`src/rtl/ca2_pkg.sv`:
```
// Shared types and helpers for the 2-neighbour ring CA preimage search.
package ca2_pkg;

  localparam int unsigned RULE_W = 4;

  typedef enum logic [1:0] {
    IDLE,
    SEARCH,
    DONE
  } state_t;

  // Rule table index for one cell: left neighbour is the MSB, the cell itself the LSB.
  function automatic logic [1:0] rule_idx(input logic left, input logic self);
    return {left, self};
  endfunction

endpackage

```
`src/rtl/ca2_step.sv`:
```
// Combinational forward CA step on an N-cell ring: y[i] = rule[{a[(i+1)%N], a[i]}].
module ca2_step
  import ca2_pkg::*;
#(
  parameter int unsigned N = 8
) (
  input  logic [RULE_W-1:0] rule,
  input  logic [N-1:0]      a,
  output logic [N-1:0]      y
);

  for (genvar i = 0; i < N; i++) begin : g_cell
    // Cell N-1 wraps around to cell 0 as its left neighbour.
    localparam int unsigned LEFT = (i + 1) % N;
    assign y[i] = rule[rule_idx(a[LEFT], a[i])];
  end

endmodule

```
`src/rtl/ca2_preimage_search.sv`:
```
// Exhaustive sequential preimage search for the 2-neighbour ring CA, one candidate per clock.
// Optional CA2_COUNT_ALL_EN: scan every candidate and count all preimages.
module ca2_preimage_search
  import ca2_pkg::*;
#(
  parameter int unsigned N = 8
) (
  input  logic              clk,
  input  logic              reset_n,
  input  logic              start,
  input  logic [RULE_W-1:0] rule,
  input  logic [N-1:0]      target,
  output logic              busy,
  output logic              done,
  output logic              found,
  output logic [N-1:0]      preimage,
  output logic [N:0]        count
);

  state_t            state;
  logic [N:0]        cand;
  logic [N:0]        cand_next;
  logic              last;
  logic [RULE_W-1:0] rule_q;
  logic [N-1:0]      target_q;
  logic [N-1:0]      step_y;
  logic              match;

  ca2_step #(.N(N)) u_step (
    .rule (rule_q),
    .a    (cand[N-1:0]),
    .y    (step_y)
  );

  // cand carries an extra bit so the last candidate shows up as a carry out.
  always_comb begin
    cand_next = cand + 1'b1;
    last      = cand_next[N];
    match     = (step_y == target_q);
  end

  always_ff @(posedge clk) begin
    if (!reset_n) begin
      state    <= IDLE;
      busy     <= 1'b0;
      done     <= 1'b0;
      found    <= 1'b0;
      preimage <= '0;
      count    <= '0;
      cand     <= '0;
      rule_q   <= '0;
      target_q <= '0;
    end else begin
      case (state)
        IDLE, DONE: begin
          if (start) begin
            state    <= SEARCH;
            busy     <= 1'b1;
            done     <= 1'b0;
            found    <= 1'b0;
            preimage <= '0;
            count    <= '0;
            cand     <= '0;
            rule_q   <= rule;
            target_q <= target;
          end
        end
        SEARCH: begin
          cand <= cand_next;
`ifdef CA2_COUNT_ALL_EN
          if (match) begin
            count <= count + 1'b1;
            if (!found) begin
              found    <= 1'b1;
              preimage <= cand[N-1:0];
            end
          end
          if (last) begin
            state <= DONE;
            busy  <= 1'b0;
            done  <= 1'b1;
          end
`else
          // A match on the final candidate still takes the match path.
          if (match) begin
            found    <= 1'b1;
            preimage <= cand[N-1:0];
            state    <= DONE;
            busy     <= 1'b0;
            done     <= 1'b1;
          end else if (last) begin
            state <= DONE;
            busy  <= 1'b0;
            done  <= 1'b1;
          end
`endif
        end
        default: begin
          state <= IDLE;
          busy  <= 1'b0;
          done  <= 1'b0;
        end
      endcase
    end
  end

endmodule
```
`config.mk`:
```
export PLATFORM = sky130hd
export DESIGN_NAME = ca2_preimage_search
export DESIGN_NICKNAME = d
export VERILOG_FILES = /design/src/rtl/ca2_pkg.sv /design/src/rtl/ca2_step.sv /design/src/rtl/ca2_preimage_search.sv
export SDC_FILE = /design/constraint.sdc
export NUM_CORES = 1
export LEC_CHECK = 0
export CORE_ASPECT_RATIO = 2
export CORE_MARGIN = 2
export CORE_UTILIZATION = 55
export CTS_BUF_LIST = sky130_fd_sc_hd__clkbuf_8 sky130_fd_sc_hd__clkbuf_16
export DETAILED_ROUTE_END_ITERATION = 10
export HOLD_SLACK_MARGIN = 0.02
export PLACE_DENSITY = 0.84
export SETUP_SLACK_MARGIN = 0.02
export SKIP_LAST_GASP = 1
export SLEW_MARGIN = 20
export SYNTH_ARGS = -nofsm -noshare
export SYNTH_HDL_FRONTEND = slang
export SYNTH_SLANG_ARGS = --single-unit
```
`constraint.sdc`:
```
create_clock -name clk -period 3.1 [get_ports clk]
set_input_delay 0.62 -clock clk [delete_from_list [all_inputs] [get_ports clk]]
set_output_delay 0.62 -clock clk [all_outputs]
set_load 0.05 [all_outputs]
```
After elaboration in Yosys (flattened, before gate mapping)
Index checks and enable logic that the tools add are counted.
Widths: inputs -> output; s select.
- flip-flop bits (word level): 34
- output and inout port bits: 20
- bits of input ports: 15
- logic and storage cells: 65
- muxes and demuxes: 35
- add/sub/neg operators: 1
- eq/ne operators: 6
- magnitude comparators: 8
- reduce and logical (&&, ||, !) cells: 7
- operators with widths (operator ; count):
    $lt 2x3->1 const B ; 8
    $pmux 9 s2 ; 1
    $bmux 1 s2 ; 8
    $mux 8 ; 2
    $pmux 8 s2 ; 1
    $mux 1 ; 15
    $add 9x1->9 const B ; 1
    $mux 9 ; 1
    $eq 8x8->1 ; 1
    $mux 2 ; 3
    $pmux 1 s2 ; 3
    $reduce_and 2->1 ; 3
    $ne 2x2->1 const B ; 2
    $pmux 2 s2 ; 1
    $ne 3x3->1 const B ; 1
    $reduce_and 3->1 ; 1
    $eq 2x1->1 const B ; 1
    $eq 2x2->1 const B ; 1
    $logic_not 2->1 ; 1
    $reduce_bool 2->1 ; 1
    $reduce_or 2->1 ; 1

Longest topological paths before layout
- word-level depth: 5
- depth in mapped cells: 7

Cells and area by module
Synthesis repeated with hierarchy kept, for this count alone.
- cell total of the unflattened synthesis: 192
- area total of the unflattened synthesis: 1811.7 um^2
- modules (own cells, without submodules) (module ; area an instance (um^2) ; instances ; cells each ; seq. area each (um^2)):
    ca2_preimage_search ; 1601.5 ; 1 ; 184 ; 660.6
    ca2_step ; 210.2 ; 1 ; 8 ; 0.0

Least setup slack after synthesis
No wires, ideal clock.
- path type: reg2reg
- start point: register cand[1]
- end point: register preimage[0]
- setup time: 0.072 ns
- slack: 1.245 ns
- stages on the path, launching flop included: 7
- arrival time: 1.783 ns
- required time: 3.028 ns
- cells stage by stage: dfxtp_1 -> mux4_1 -> xnor2_1 -> nand4_2 -> nor3_2 -> buf_6 -> mux2i_1
- word-level cells in the longest chain between the ends: 5
- elaborated cells on any way between the ends: 7
- ends and longest elaborated chain (item ; line ; RTL):
    start: declaration ; ca2_preimage_search.sv:21 ; logic [N:0] cand;
    start signal: assignment ; ca2_preimage_search.sv:69 ; cand <= cand_next;
    $bmux 1 s2 ; ca2_step.sv:15 ; assign y[i] = rule[rule_idx(a[LEFT], a[i])];
    $mux 1 (implied by the code) ; ca2_step.sv:15 ;
    $eq 8x8->1 (*) ; ca2_preimage_search.sv:39 ; match = (step_y == target_q);
    $ne 2x2->1 (no source line) (*) ; -- ;
    $reduce_and 3->1 (no source line) (*) ; -- ;
    end signal: assignment ; ca2_preimage_search.sv:87 ; preimage <= cand[N-1:0];
    end: declaration ; ca2_preimage_search.sv:16 ; output logic [N-1:0] preimage,
Every way passes the cells marked *; elsewhere a longest branch is shown, timed or not. The select of a mux whose other input is x is not followed.
A chain may end at the register's enable or synchronous reset.

Final worst setup path
- start point: register cand[3]
- end point: register preimage[3]
- word-level cells in the longest chain between the ends: 5
- elaborated cells on any way between the ends: 9
- ends and longest elaborated chain (item ; line):
    $bmux 1 s2 ; ca2_step.sv:15
    $mux 1 (implied by the code) ; ca2_step.sv:15
    $eq 8x8->1 ; ca2_preimage_search.sv:39
    $ne 2x2->1 (no source line) ; --
    $reduce_and 3->1 (no source line) ; --
Several ways; a longest one is shown, not always the timed one. The select of a mux whose other input is x is not followed.

==> reports/qor.txt <==
Clock Path Buffers = 2
Setup crit start kind = flip-flop
Tcrit/Tclk final = 0.698
Total Wirelength = 3720 um
fillers = 277
WL/cell = 15.6 um
Cells after Synth = 184
register area share after synthesis = 0.375
Critical Path AT = 2.37 ns
power per cell area = 461 nW/um2
port bufs = 25
ys async rst share = 0
total core area = 3120 um2
row count = 29
Die Span Y = 84.0 um
Hold Violations, Final = 0
critical path required time = 3.31 ns
vias per std cell = 5.95
fmax = 462 MHz
Syn Area/Cell = 9.57 um2
Period minus WS final = 2.17 ns
H-tree Lvls = 2
Ports = 35
Clock Skew = 0.00642 ns
max_cap viols = 0
Non-Filler Instances = 238
post-DP HPWL = 2830 um
CTS Hold Bufs = 0
Finished Cell Area = 2060 um2
r2r setup slk = 0.93 ns
Post-CTS Setup Inserts = 0
Slew Limit Fails = 0
Initial Util = 0.565
antenna-violating nets left = 0
sw power = 266 uW
Reg clk slew, reported paths = 0.07 ns
library cells used by synthesis = 34
cts repair resizes = 0
initial antenna violation count = 0
global-route wire length before repair = 6160 um
initial DRC count = 48
DRC errors left = 0
Worst Hold Launch = preimage[7]
GPL Wtd Cong = 0.808
total CTS buffers = 5
Yosys reg bits = 33
Yosys top cell area share = 0.375
Setup crit start = cand[3]
Post-Place Cell Area = 1970 um2
ranking of synthesized cells by area = dfxtp_1 (38%), nand2_1 (7.2%), a21boi_0 (6.0%)
number of synthesized flops with an enable pin = 0
worst-path fanout max = 9
drt pass-1 iters = 4
Remaining Overflow, GRT = 0
combinational power share = 0.177
status = finished, final reports clean
Hold Path Class = flip-flop to flip-flop
largest net degree at the start of global routing = 30
Reg-to-Reg End = preimage[3]
slew at the pin with the worst max-slew slack = 0.502 ns
FF-to-FF Start = cand[3]
vias in the first global route = 1,412
CP endpoint kind = flip-flop
setup TNS = 0 ns
Setup violations, final = 0
ant diodes = 0
RSZ-0062 raised after global routing = no
reg2reg path depth = 6
LEAKAGE = 0.731 nW
Final #Nets = 223
Die Width = 44.0 um
DIE AREA = 3700 um2
GRT Util Overall = 0.222
Syn. warnings = 0
Clk pwr share = 0.340
leading area contributor after synthesis = dfxtp_1
Placed Cells = 231
Root Driver = clkbuf_8
layout cells sized above 1 = 0.101
clock sinks = 33
worst setup path endpoint = preimage[3]
CTS tree = built
ys flop type = dfxtp_1
CP Class = flip-flop to flip-flop
Int Pwr = 683 uW
worst relative slew slack = 0.664
VDD IR max = 0.497 mV
Sw Ratio = 0.280
Mapped Area = 1760 um2
Reg power frac = 0.483
DR vias = 1,415
Layout area overhead = 16.8%
clock insertion delay at the later pin of the skew report = 0.29 ns
synth_stat cells, types with 2 or more instances:
master / count
nand4_1: 5
o211ai_1: 3
xnor2_1: 7
and2_1: 6
o21ai_0: 5
mux4_2: 4
dfxtp_1: 33
and3_1: 2
mux4_1: 4
nor2b_1: 4
buf_4: 9
clkbuf_1: 9
mux2i_1: 8
nand2_1: 34
xnor2_2: 2
o31ai_1: 2
a21boi_0: 14
nor2_1: 2
nand3_1: 13
buf_6: 4
worst max-delay path: stages, from the launching register on:
cell     delay, ns
dfxtp_1       0.52
mux4_1        0.62
xnor2_1       0.16
nand4_1       0.19
nor3_2        0.15
buf_4         0.22
mux2i_1       0.22
worst min path at each step:
stage	slack (ns)	to	cells past startpoint
after floorplan	0.45	busy	1
after global placement	0.46	preimage[7]	2
after detailed placement	0.46	preimage[7]	2
after CTS	0.48	preimage[7]	2
after global routing	0.51	preimage[7]	2
final	0.47	preimage[7]	2
per-stage QoR:
stage	util	worst slack [ns]	hold slack, ns	total power [mW]
3_5_place_dp	0.632	0.908	0.463	0.637
5_1_grt	0.660	0.785	0.505	0.991
2_1_floorplan	-	1.25	0.450	0.595
4_1_cts	0.660	0.949	0.479	0.955
3_3_place_gp	0.632	0.971	0.459	0.631
6_report	0.660	0.935	0.473	0.950
power groups by stage:
stage,combinational (mW),clock [mW],sequential (mW)
2_1_floorplan,0.122,0,0.472
3_3_place_gp,0.164,0,0.467
3_5_place_dp,0.168,0,0.469
4_1_cts,0.169,0.327,0.459
5_1_grt,0.182,0.347,0.461
6_report,0.168,0.323,0.459
placed cells by master, fill, tap and decap left out, types with 3 or more instances in the layout:
cell             count
nand2_1             34
conb_1               9
and2_1               6
buf_4                5
mux4_2               4
mux2i_1              8
xnor2_1              7
nor2b_1              4
nand3_1             13
clkbuf_8             6
o21ai_0              5
mux4_1               4
o211ai_1             3
clkdlybuf4s50_1     25
dfxtp_1             33
nand4_1              5
a21boi_0            14
registers in the layout (all words and copies together) (netlist names):
name	cells
preimage	8
done	1
target_q	8
state	1
busy	1
rule_q	4
found	1
cand	9
logic make-up (layout without fill, tap and decap cells):
logic type | count (synthesis) | count (layout) | share of synthesized area
AOI/OAI and AO/OA | 29 | 29 | 0.116
xor gates and xnor gates | 10 | 10 | 0.0582
adders and majority gates | 1 | 1 | 0.00710
buffers and inverters | 23 | 38 | 0.0852
DFF | 33 | 33 | 0.375
muxes | 16 | 16 | 0.156
other | 1 | 9 | 0.00213
and+or+nand+nor | 71 | 71 | 0.200
metal layers:
| metal | vias to the layer above | global-route usage | wire (um) |
|---|---|---|---|
| li1 | 672 | - | - |
| met1 | 699 | 0.217 | 1300 |
| met2 | 36 | 0.410 | 2180 |
| met3 | 8 | 0.0476 | 130 |
| met4 | 0 | 0.102 | 110 |
| met5 | - | 0 | 0 |
final cells by class:
cell class	count	area, um2	share of cell area
Clock buffer	6	82.6	0.0401
Clock inverter	1	3.75	0.00182
Inverter	1	3.75	0.00182
Multi-Input combinational cell	136	981	0.477
Sequential cell	33	661	0.321
Tap cell	31	38.8	0.0188
Timing Repair Buffer	30	288	0.140
Note: power is estimated with default switching activity, not from simulation.
